## config.mk

```make
export PLATFORM = sky130hd
export DESIGN_NAME = ascon_dec_ctrl
export DESIGN_NICKNAME = d
export VERILOG_FILES = /design/src/rtl/ascon_dec_ctrl.sv
export SDC_FILE = /design/constraint.sdc
export NUM_CORES = 1
export LEC_CHECK = 0
export CAP_MARGIN = 20
export CORE_AREA = 3 3 108 110
export CTS_CLUSTER_DIAMETER = 80
export DETAILED_ROUTE_END_ITERATION = 12
export DIE_AREA = 0 0 111 113
export GPL_ROUTABILITY_DRIVEN = 0
export GPL_TIMING_DRIVEN = 0
export PLACE_DENSITY = 0.68
export SETUP_SLACK_MARGIN = 0.5
export SYNTH_ARGS = -nofsm -noshare
export SYNTH_HDL_FRONTEND = slang
export SYNTH_SLANG_ARGS = --single-unit
```

## constraint.sdc

```tcl
create_clock -name clock_i -period 2.3 [get_ports clock_i]
set_input_delay 0.345 -clock clock_i [delete_from_list [all_inputs] [get_ports clock_i]]
set_output_delay 0.345 -clock clock_i [all_outputs]
set_load 0.02 [all_outputs]
```

## src/rtl/ascon_dec_ctrl.sv

```systemverilog
// ASCON-128 decryption control FSM: init, AD, ciphertext blocks, finalisation, tag check.
// Optional ASCON_DEC_ABORT_EN adds abort_i, which forces DONE with auth_ok_o cleared.
module ascon_dec_ctrl #(
    parameter int NB_BLOCKS = 4
) (
    input  logic         clock_i,
    input  logic         resetb_i,
    input  logic         start_i,
`ifdef ASCON_DEC_ABORT_EN
    input  logic         abort_i,
`endif
    input  logic         data_valid_i,
    output logic         data_ready_o,
    input  logic [127:0] tag_i,
    input  logic [127:0] tag_ref_i,
    output logic [3:0]   round_o,
    output logic         input_mode_o,
    output logic         en_reg_state_o,
    output logic         en_xor_key_b_o,
    output logic         en_xor_data_b_o,
    output logic         en_xor_key_e_o,
    output logic         en_xor_lsb_e_o,
    output logic         en_replace_data_o,
    output logic         en_plain_o,
    output logic         en_tag_o,
    output logic [2:0]   block_o,
    output logic         plain_valid_o,
    output logic         done_o,
    output logic         auth_ok_o
);

    typedef enum logic [3:0] {
        S_IDLE,
        S_INIT,
        S_AD_WAIT,
        S_AD_PERM,
        S_CT_WAIT,
        S_CT_PERM,
        S_FIN_PERM,
        S_TAG_CMP,
        S_DONE
    } state_t;

    localparam logic [3:0] LAST_RND = 4'd11;
    localparam logic [2:0] LAST_BLK = 3'(NB_BLOCKS - 1);

    state_t     state_q, state_d;
    logic [3:0] round_q, round_d;
    logic [2:0] block_q, block_d;
    logic       auth_q, auth_d;
    logic       plain_valid_q;

    always_ff @(posedge clock_i or negedge resetb_i) begin
        if (!resetb_i) begin
            state_q       <= S_IDLE;
            round_q       <= '0;
            block_q       <= '0;
            auth_q        <= 1'b0;
            plain_valid_q <= 1'b0;
        end else begin
            state_q       <= state_d;
            round_q       <= round_d;
            block_q       <= block_d;
            auth_q        <= auth_d;
            plain_valid_q <= en_plain_o;
        end
    end

    always_comb begin
        state_d           = state_q;
        round_d           = round_q;
        block_d           = block_q;
        auth_d            = auth_q;
        data_ready_o      = 1'b0;
        round_o           = '0;
        input_mode_o      = 1'b0;
        en_reg_state_o    = 1'b0;
        en_xor_key_b_o    = 1'b0;
        en_xor_data_b_o   = 1'b0;
        en_xor_key_e_o    = 1'b0;
        en_xor_lsb_e_o    = 1'b0;
        en_replace_data_o = 1'b0;
        en_plain_o        = 1'b0;
        en_tag_o          = 1'b0;
        done_o            = 1'b0;

        unique case (state_q)
            S_IDLE: begin
                if (start_i) begin
                    state_d = S_INIT;
                    round_d = '0;
                    block_d = '0;
                    auth_d  = 1'b0;
                end
            end
            S_INIT: begin
                round_o        = round_q;
                input_mode_o   = (round_q != 4'd0);
                en_reg_state_o = 1'b1;
                if (round_q == LAST_RND) begin
                    en_xor_key_e_o = 1'b1;
                    state_d        = S_AD_WAIT;
                end else begin
                    round_d = round_q + 4'd1;
                end
            end
            S_AD_WAIT: begin
                data_ready_o = 1'b1;
                if (data_valid_i) begin
                    en_xor_data_b_o = 1'b1;
                    en_reg_state_o  = 1'b1;
                    input_mode_o    = 1'b1;
                    round_o         = 4'd6;
                    round_d         = 4'd7;
                    state_d         = S_AD_PERM;
                end
            end
            S_AD_PERM: begin
                round_o        = round_q;
                en_reg_state_o = 1'b1;
                input_mode_o   = 1'b1;
                if (round_q == LAST_RND) begin
                    en_xor_lsb_e_o = 1'b1;
                    block_d        = '0;
                    state_d        = S_CT_WAIT;
                end else begin
                    round_d = round_q + 4'd1;
                end
            end
            S_CT_WAIT: begin
                data_ready_o = 1'b1;
                if (data_valid_i) begin
                    en_replace_data_o = 1'b1;
                    en_plain_o        = 1'b1;
                    en_reg_state_o    = 1'b1;
                    input_mode_o      = 1'b1;
                    // The last block goes straight into the 12-round finalisation.
                    if (block_q == LAST_BLK) begin
                        en_xor_key_b_o = 1'b1;
                        round_o        = 4'd0;
                        round_d        = 4'd1;
                        state_d        = S_FIN_PERM;
                    end else begin
                        round_o = 4'd6;
                        round_d = 4'd7;
                        state_d = S_CT_PERM;
                    end
                end
            end
            S_CT_PERM: begin
                round_o        = round_q;
                en_reg_state_o = 1'b1;
                input_mode_o   = 1'b1;
                if (round_q == LAST_RND) begin
                    block_d = block_q + 3'd1;
                    state_d = S_CT_WAIT;
                end else begin
                    round_d = round_q + 4'd1;
                end
            end
            S_FIN_PERM: begin
                round_o        = round_q;
                en_reg_state_o = 1'b1;
                input_mode_o   = 1'b1;
                if (round_q == LAST_RND) begin
                    en_xor_key_e_o = 1'b1;
                    en_tag_o       = 1'b1;
                    state_d        = S_TAG_CMP;
                end else begin
                    round_d = round_q + 4'd1;
                end
            end
            S_TAG_CMP: begin
                auth_d  = (tag_i == tag_ref_i);
                state_d = S_DONE;
            end
            S_DONE: begin
                done_o  = 1'b1;
                state_d = S_IDLE;
            end
            default: begin
                state_d = S_IDLE;
            end
        endcase

`ifdef ASCON_DEC_ABORT_EN
        if (abort_i && state_q != S_IDLE && state_q != S_DONE) begin
            state_d           = S_DONE;
            round_d           = round_q;
            block_d           = block_q;
            auth_d            = 1'b0;
            data_ready_o      = 1'b0;
            round_o           = '0;
            input_mode_o      = 1'b0;
            en_reg_state_o    = 1'b0;
            en_xor_key_b_o    = 1'b0;
            en_xor_data_b_o   = 1'b0;
            en_xor_key_e_o    = 1'b0;
            en_xor_lsb_e_o    = 1'b0;
            en_replace_data_o = 1'b0;
            en_plain_o        = 1'b0;
            en_tag_o          = 1'b0;
        end
`endif
    end

    assign block_o       = block_q;
    assign plain_valid_o = plain_valid_q;
    assign auth_ok_o     = auth_q;

endmodule

```

==> summary.txt, run 1 <==
STA
  – Final Hold Vio Count: 0
  – Hold WS: roughly 0.5 ns
  – Sum Neg Setup Slack: 0 ns
  – Final Skew: around 0.0010 ns
  – RSZ-0062 raised after global routing: true
  – Final Max Slew Viols: 0
  – Final Critical Period: around 2.0 ns
  – Final Cycle Share: 86.0%
  – # setup viols final: 0
  – Slew HR: 55.5%
  – Slew @ Worst Pin: roughly 0.67 ns
  – Max frequency: ~510 MHz

Floorplanning
  – Die extent in x: 111 µm
  – IO Pins: 280
  – Die ar.: around 0.013 mm²
  – Die height: between 100 and 150 µm
  – Core Region: approximately 0.011 mm²
  – Starting Density: between 20% and 30%
  – Core Rows: 38

Yosys
  – Dominant cell type by area after synthesis: xnor2_1
  – Synth top area share: between 40% and 50%
  – Syn. warnings: 0
  – Top FF cell, synth: dfrtp_1
  – Seq/Total Area, Yosys: 13.7%
  – Synthesized cell area: roughly 0.0024 mm²
  – Synthesized Nets: between 500 and 600
  – Mapped Avg Cell Area: 8.15 µm²
  – Synth area leaders: xnor2_1, dfrtp_1, nand4_1, nor4_1, ha_1
  – Async SR Flop Fraction: 100%
  – Post-Syn Instances: between 200 and 300
  – Most frequent cell after synthesis: xnor2_1
  – Post-synthesis register bit count: 13
  – Post-synth EDFFs: 0
  – Synth cell types: 46
  – Commonest cells in the netlist: xnor2_1, nand4_1, dfrtp_1, inv_1

Global route
  – Pin count of the biggest net entering global routing: 14
  – Initial antenna violation count: 2
  – Met1 Use GR: 19.9%
  – Grt met3 use: 3.69%
  – Total global-route track usage: between 15 and 20%
  – Met2 Usage GRT: 36.6%
  – GR Overflow Total: 0
  – Vias in the first global route: 3595
  – Grt peak-use layer: met2
  – First-pass GRT wire length: 18500 µm

Clocking
  – CTS Sinks: 13
  – H-tree depth: 1
  – CTS Buf Count: 3
  – Clock slew at reported path FFs: 0.06 ns
  – CTS tree: done
  – Max Root-Sink Buffers: 2
  – Clk Latency, worst-skew pair: roughly 0.25 ns
  – Root Buffer: clkbuf_8

Drt
  – Vias per inst: approximately 4.5
  – DRC Markers: 0
  – Drt wl/cell: about 17 µm
  – DRT Pass-1 Iters: 4
  – Drt initial violations: 109
  – DR vias: approximately 3.4k
  – Post-DRT Antenna Nets: 0
  – Final wirelength: approximately 13000 µm

Critical path
  – Worst setup SP type: flop
  – CP Capture Type: primary output
  – Crit-path max FO: 2
  – Reg2reg start: state_q[2]
  – Worst r2r dst: round_q[2]
  – Req. time, crit path: 1.96 ns
  – R2R depth: 6
  – Worst R2R Setup Slack: ~0.47 ns
  – Crit path kind: flop to primary output
  – Critical Path AT: between 1.5 and 2 ns

Place
  – DP Wirelength: 10900 µm
  – PortBufs: around 280

Power and ir drop
  – Sequential Power Share: a little under an eighth
  – Pwr Total: 3000 µW
  – Psw: about 1200 µW
  – Power Density: just over 500 mW/mm²
  – Switching part of the total: between 40% and 50%
  – Leak: between 0.002 and 0.0025 µW
  – Clock share of power: between 7 and 8%
  – VDD IR max: approximately 0.62 mV
  – Logic pwr share: roughly four fifths
  – Int Pwr: 1790 µW

Cells and area
  – Final #Nets: around 870
  – Filler instances: approximately 980
  – Area growth syn-to-layout: 149%
  – Fraction of layout cells with a size suffix above 1: between 10% and 20%

Run status
  – Status: completed

Worst hold path
  – Hold Path Class: input port to asynchronous set/reset pin

Job
  – Number of max-cap violations: 0
flip-flops by register name (all words and copies together), names as in the netlist:
register       flops
auth_ok_o          1
block_o            3
plain_valid_o      1
round_q            4
state_q            4
worst max-delay path by stage:
stage / startpoint / to / slack [ns] / cells after the start
2_1_floorplan: state_q[1] / input_mode_o / 0.42 / 5
3_3_place_gp: state_q[0] / round_o[2] / -0.29 / 6
3_5_place_dp: state_q[0] / round_o[1] / -0.32 / 6
4_1_cts: state_q[1] / input_mode_o / 0.33 / 6
5_1_grt: block_o[1] / round_o[1] / 0.24 / 7
6_report: block_o[1] / round_o[1] / 0.32 / 7
layout by cell type, fill, tap and decap left out, types with 3 or more instances in the layout:
master and instances:
nor3_1 3, nor4_1 5, dfrtp_1 12, a22o_1 3, nor4_2 4, xnor2_1 120, a21oi_1 3, nor2_1 3
mux2i_1 5, nand2_1 9, inv_1 11, clkdlybuf4s50_1 263, nor2_4 4, o21ai_0 4, buf_2 4, clkbuf_8 4
nand3_1 5, buf_6 13, diode_2 3, buf_4 36, nand4_1 30
cell type report:
cell class	instances	area (µm²)	share of cell area, %
Buffer	9	90.1	1.52
Clock buffer	4	45.0	0.762
Antenna cell	3	7.51	0.127
Sequential cell	13	327	5.52
Multi-Input combinational cell	257	2200	37.2
Tap cell	140	175	2.96
Inverter	12	45.0	0.762
Timing Repair Buffer	311	3020	51.1
metal layers:
metal / share of wire (%) / wire length, µm / vias to the layer above
met5: 0 / 0 / -
met4: 1.9 / 250 / 0
met3: 6.7 / 855 / 22
met2: 56 / 7190 / 158
met1: 35 / 4560 / 1543
li1: - / - / 1666
metrics by stage:
stage / std cells / instance area [µm²] / setup WS (ns) / util (%)
3_5_place_dp: 710 / 5360 / -0.323 / 49.7
4_1_cts: 739 / 5730 / 0.331 / 53.1
6_report: 749 / 5910 / 0.322 / 54.8
5_1_grt: 748 / 5910 / 0.241 / 54.8
3_3_place_gp: 710 / 5360 / -0.294 / 49.7
2_1_floorplan: 291 / 2400 / 0.417 / -
power groups by stage:
stage,Clock (µW),Combinational [µW],Sequential [µW]
6_report,216,2440,340
4_1_cts,216,2140,333
2_1_floorplan,0,937,327
3_3_place_gp,0,1710,334
3_5_place_dp,0,1750,336
5_1_grt,233,2610,342
cells by family after synthesis:
group	count (synthesis)	synth area share [%]
AO/OA/AOI/OAI	35	10.7
flip-flops	13	13.7
buffers and inverters	21	4.12
XOR/XNOR	123	45.4
multiplexers	5	2.11
adder cells (fa/ha/maj)	5	2.53
AND/OR/NAND/NOR	89	21.4
repair_timing:
item	in CTS	in global routing
setup buffers	25	7
cloned	0	0
pin swaps	12	12
hold buffers	0	0
gates resized for setup	114	36
endpoints found under the setup margin	24	22
worst max-delay path, cell delays in order (launching register included):
cell and delay (ns):
dfrtp_1 0.39, ha_2 0.21, ha_4 0.16, nor3b_2 0.14, o21a_1 0.17, nand2_2 0.08, o21ai_2 0.09, buf_6 0.13
Power figures use the tool's default switching activity.
==> run 2: changes to the inputs <==
--- a/config.mk
+++ b/config.mk
@@ -12,6 +12,7 @@
 export DIE_AREA = 0 0 111 113
 export GPL_ROUTABILITY_DRIVEN = 0
 export GPL_TIMING_DRIVEN = 0
+export MAX_ROUTING_LAYER = met4
 export PLACE_DENSITY = 0.68
 export SETUP_SLACK_MARGIN = 0.5
 export SYNTH_ARGS = -nofsm -noshare
==> summary.txt, run 2 (synthesized netlist as in run 1, its figures left out) <==
Clocking
  – Max Root-Sink Buffers: 2
  – CTS Sinks: 13
  – Clk Latency, worst-skew pair: approximately 0.25 ns
  – Clock slew at reported path FFs: ~0.06 ns
  – Hold_buf cts: 0
  – CTS tree: done
  – CTS Buf Count: 3
  – H-tree depth: 1
  – Root Buffer: clkbuf_8

Power and ir drop
  – Sequential Power Share: between 10% and 20%
  – Pwr Total: about 3000 µW
  – Switching part of the total: around two fifths
  – Int Pwr: ~1800 µW
  – Logic pwr share: between 80 and 90%
  – Leak: around 0.0021 µW
  – Power Density: roughly 510 mW/mm²
  – Clock share of power: ~7.2%
  – Psw: ~1200 µW
  – VDD IR max: about 0.62 mV

Floorplanning
  – Starting Density: a little over a fifth
  – Die ar.: 0.0125 mm²
  – Core Rows: 38
  – Core Region: approximately 0.011 mm²
  – IO Pins: 280
  – Die extent in x: roughly 110 µm
  – Die height: 113 µm

Drt
  – Post-DRT Antenna Nets: 0
  – Drt initial violations: 91
  – DRC Markers: 0
  – Drt wl/cell: between 15 and 20 µm
  – Vias per inst: roughly 4.5
  – Final wirelength: 12900 µm
  – DR vias: roughly 3.4k
  – DRT Pass-1 Iters: 4

Run status
  – Status: completed

STA
  – Final Max Slew Viols: 0
  – Final WS setup: 0.319 ns
  – Final Hold Vio Count: 0
  – # setup viols final: 0
  – RSZ-0062 raised after global routing: true
  – Final Critical Period: 1.98 ns
  – Slew @ Worst Pin: between 0.6 and 0.7 ns
  – Final Cycle Share: between 80% and 90%
  – Max frequency: 505 MHz
  – Slew HR: roughly 56%
  – Final Skew: about 0.0017 ns

Global route
  – Total global-route track usage: about a fifth
  – Initial antenna violation count: 2
  – Pin count of the biggest net entering global routing: 14
  – Vias in the first global route: around 3.6k
  – GR Overflow Total: 0
  – First-pass GRT wire length: ~18000 µm

Cells and area
  – Final #Nets: 871
  – Area growth syn-to-layout: 149%
  – Commonest cells after routing, fill and taps aside: clkdlybuf4s50_1, xnor2_1, buf_4
  – Commonest non-fill, non-tap cell in the layout: clkdlybuf4s50_1
  – Fraction of layout cells with a size suffix above 1: between 15 and 20%

Critical path
  – Crit-path max FO: 2
  – Crit path kind: flop to primary output
  – R2R depth: 6
  – Worst R2R Setup Slack: between 0.4 and 0.5 ns
  – Req. time, crit path: slightly below 2 ns
  – Critical Path AT: 1.64 ns
  – Worst r2r dst: round_q[2]
  – CP Capture Type: primary output
  – Worst setup SP type: flop
  – Reg2reg start: state_q[2]

Job
  – Number of max-cap violations: 0

Place
  – PortBufs: between 200 and 300
  – DP Wirelength: 10900 µm
  – Pre-CTS setup slack: -0.323 ns

Worst hold path
  – Hold Path Class: input port to asynchronous set/reset pin
[run 2: final cells by class]
cell class	instances	area, µm²
tap	140	175
fill	979	4880
antenna	3	7.51
sequential	13	327
inverter	12	45.0
buffer	9	90.1
timing repair buffer	311	3020
clock buffer	4	45.0
multi-input combinational	257	2200
[run 2: power groups by stage]
stage,Combinational [µW],Clock [µW],Sequential [µW]
after floorplan,937,0,327
after global placement,1710,0,334
after detailed placement,1750,0,336
after CTS,2140,216,333
after global routing,2600,233,342
final,2440,215,339
[run 2: layer usage]
layer  GRT usage [%]  vias up  routed length (µm)
met3            3.16       17                 755
met4            3.53        0                 198
met5               -        -                   0
met2            36.6      149                7240
li1                -     1664                   -
met1            20.3     1531                4670
[run 2: through the flow]
| stage | hold slack, ns | std cells | instance area [µm²] | TNS [ns] | utilization (%) |
|---|---|---|---|---|---|
| after floorplan | 0.0494 | 291 | 2400 | 0 | - |
| after global placement | 0.506 | 710 | 5360 | -1.20 | 49.7 |
| after detailed placement | 0.511 | 710 | 5360 | -1.28 | 49.7 |
| after CTS | 0.516 | 739 | 5730 | 0 | 53.1 |
| after global routing | 0.555 | 748 | 5910 | 0 | 54.8 |
| final | 0.501 | 749 | 5910 | 0 | 54.8 |
[run 2: worst max path at each step]
| stage | slack [ns] | start | end |
|---|---|---|---|
| after floorplan | 0.42 | state_q[1] | input_mode_o |
| after global placement | -0.29 | state_q[0] | round_o[2] |
| after detailed placement | -0.32 | state_q[0] | round_o[1] |
| after CTS | 0.33 | state_q[1] | input_mode_o |
| after global routing | 0.24 | block_o[1] | round_o[1] |
| final | 0.32 | block_o[1] | round_o[1] |
[run 2: worst max-delay path, cell delays in order, from the launching register on]
cell     delay (ns)
dfrtp_1        0.39
ha_2           0.21
ha_4           0.16
nor3b_2        0.15
o21a_1         0.17
nand2_2        0.08
o21ai_2        0.09
buf_6          0.13
[run 2: timing repair]
item                                    CTS  global route
gates resized for setup                 114            36
hold endpoints to repair                  0             0
pin swaps                                12            12
setup buffers                            25             7
endpoints found under the setup margin   24            22
gates cloned                              0             0
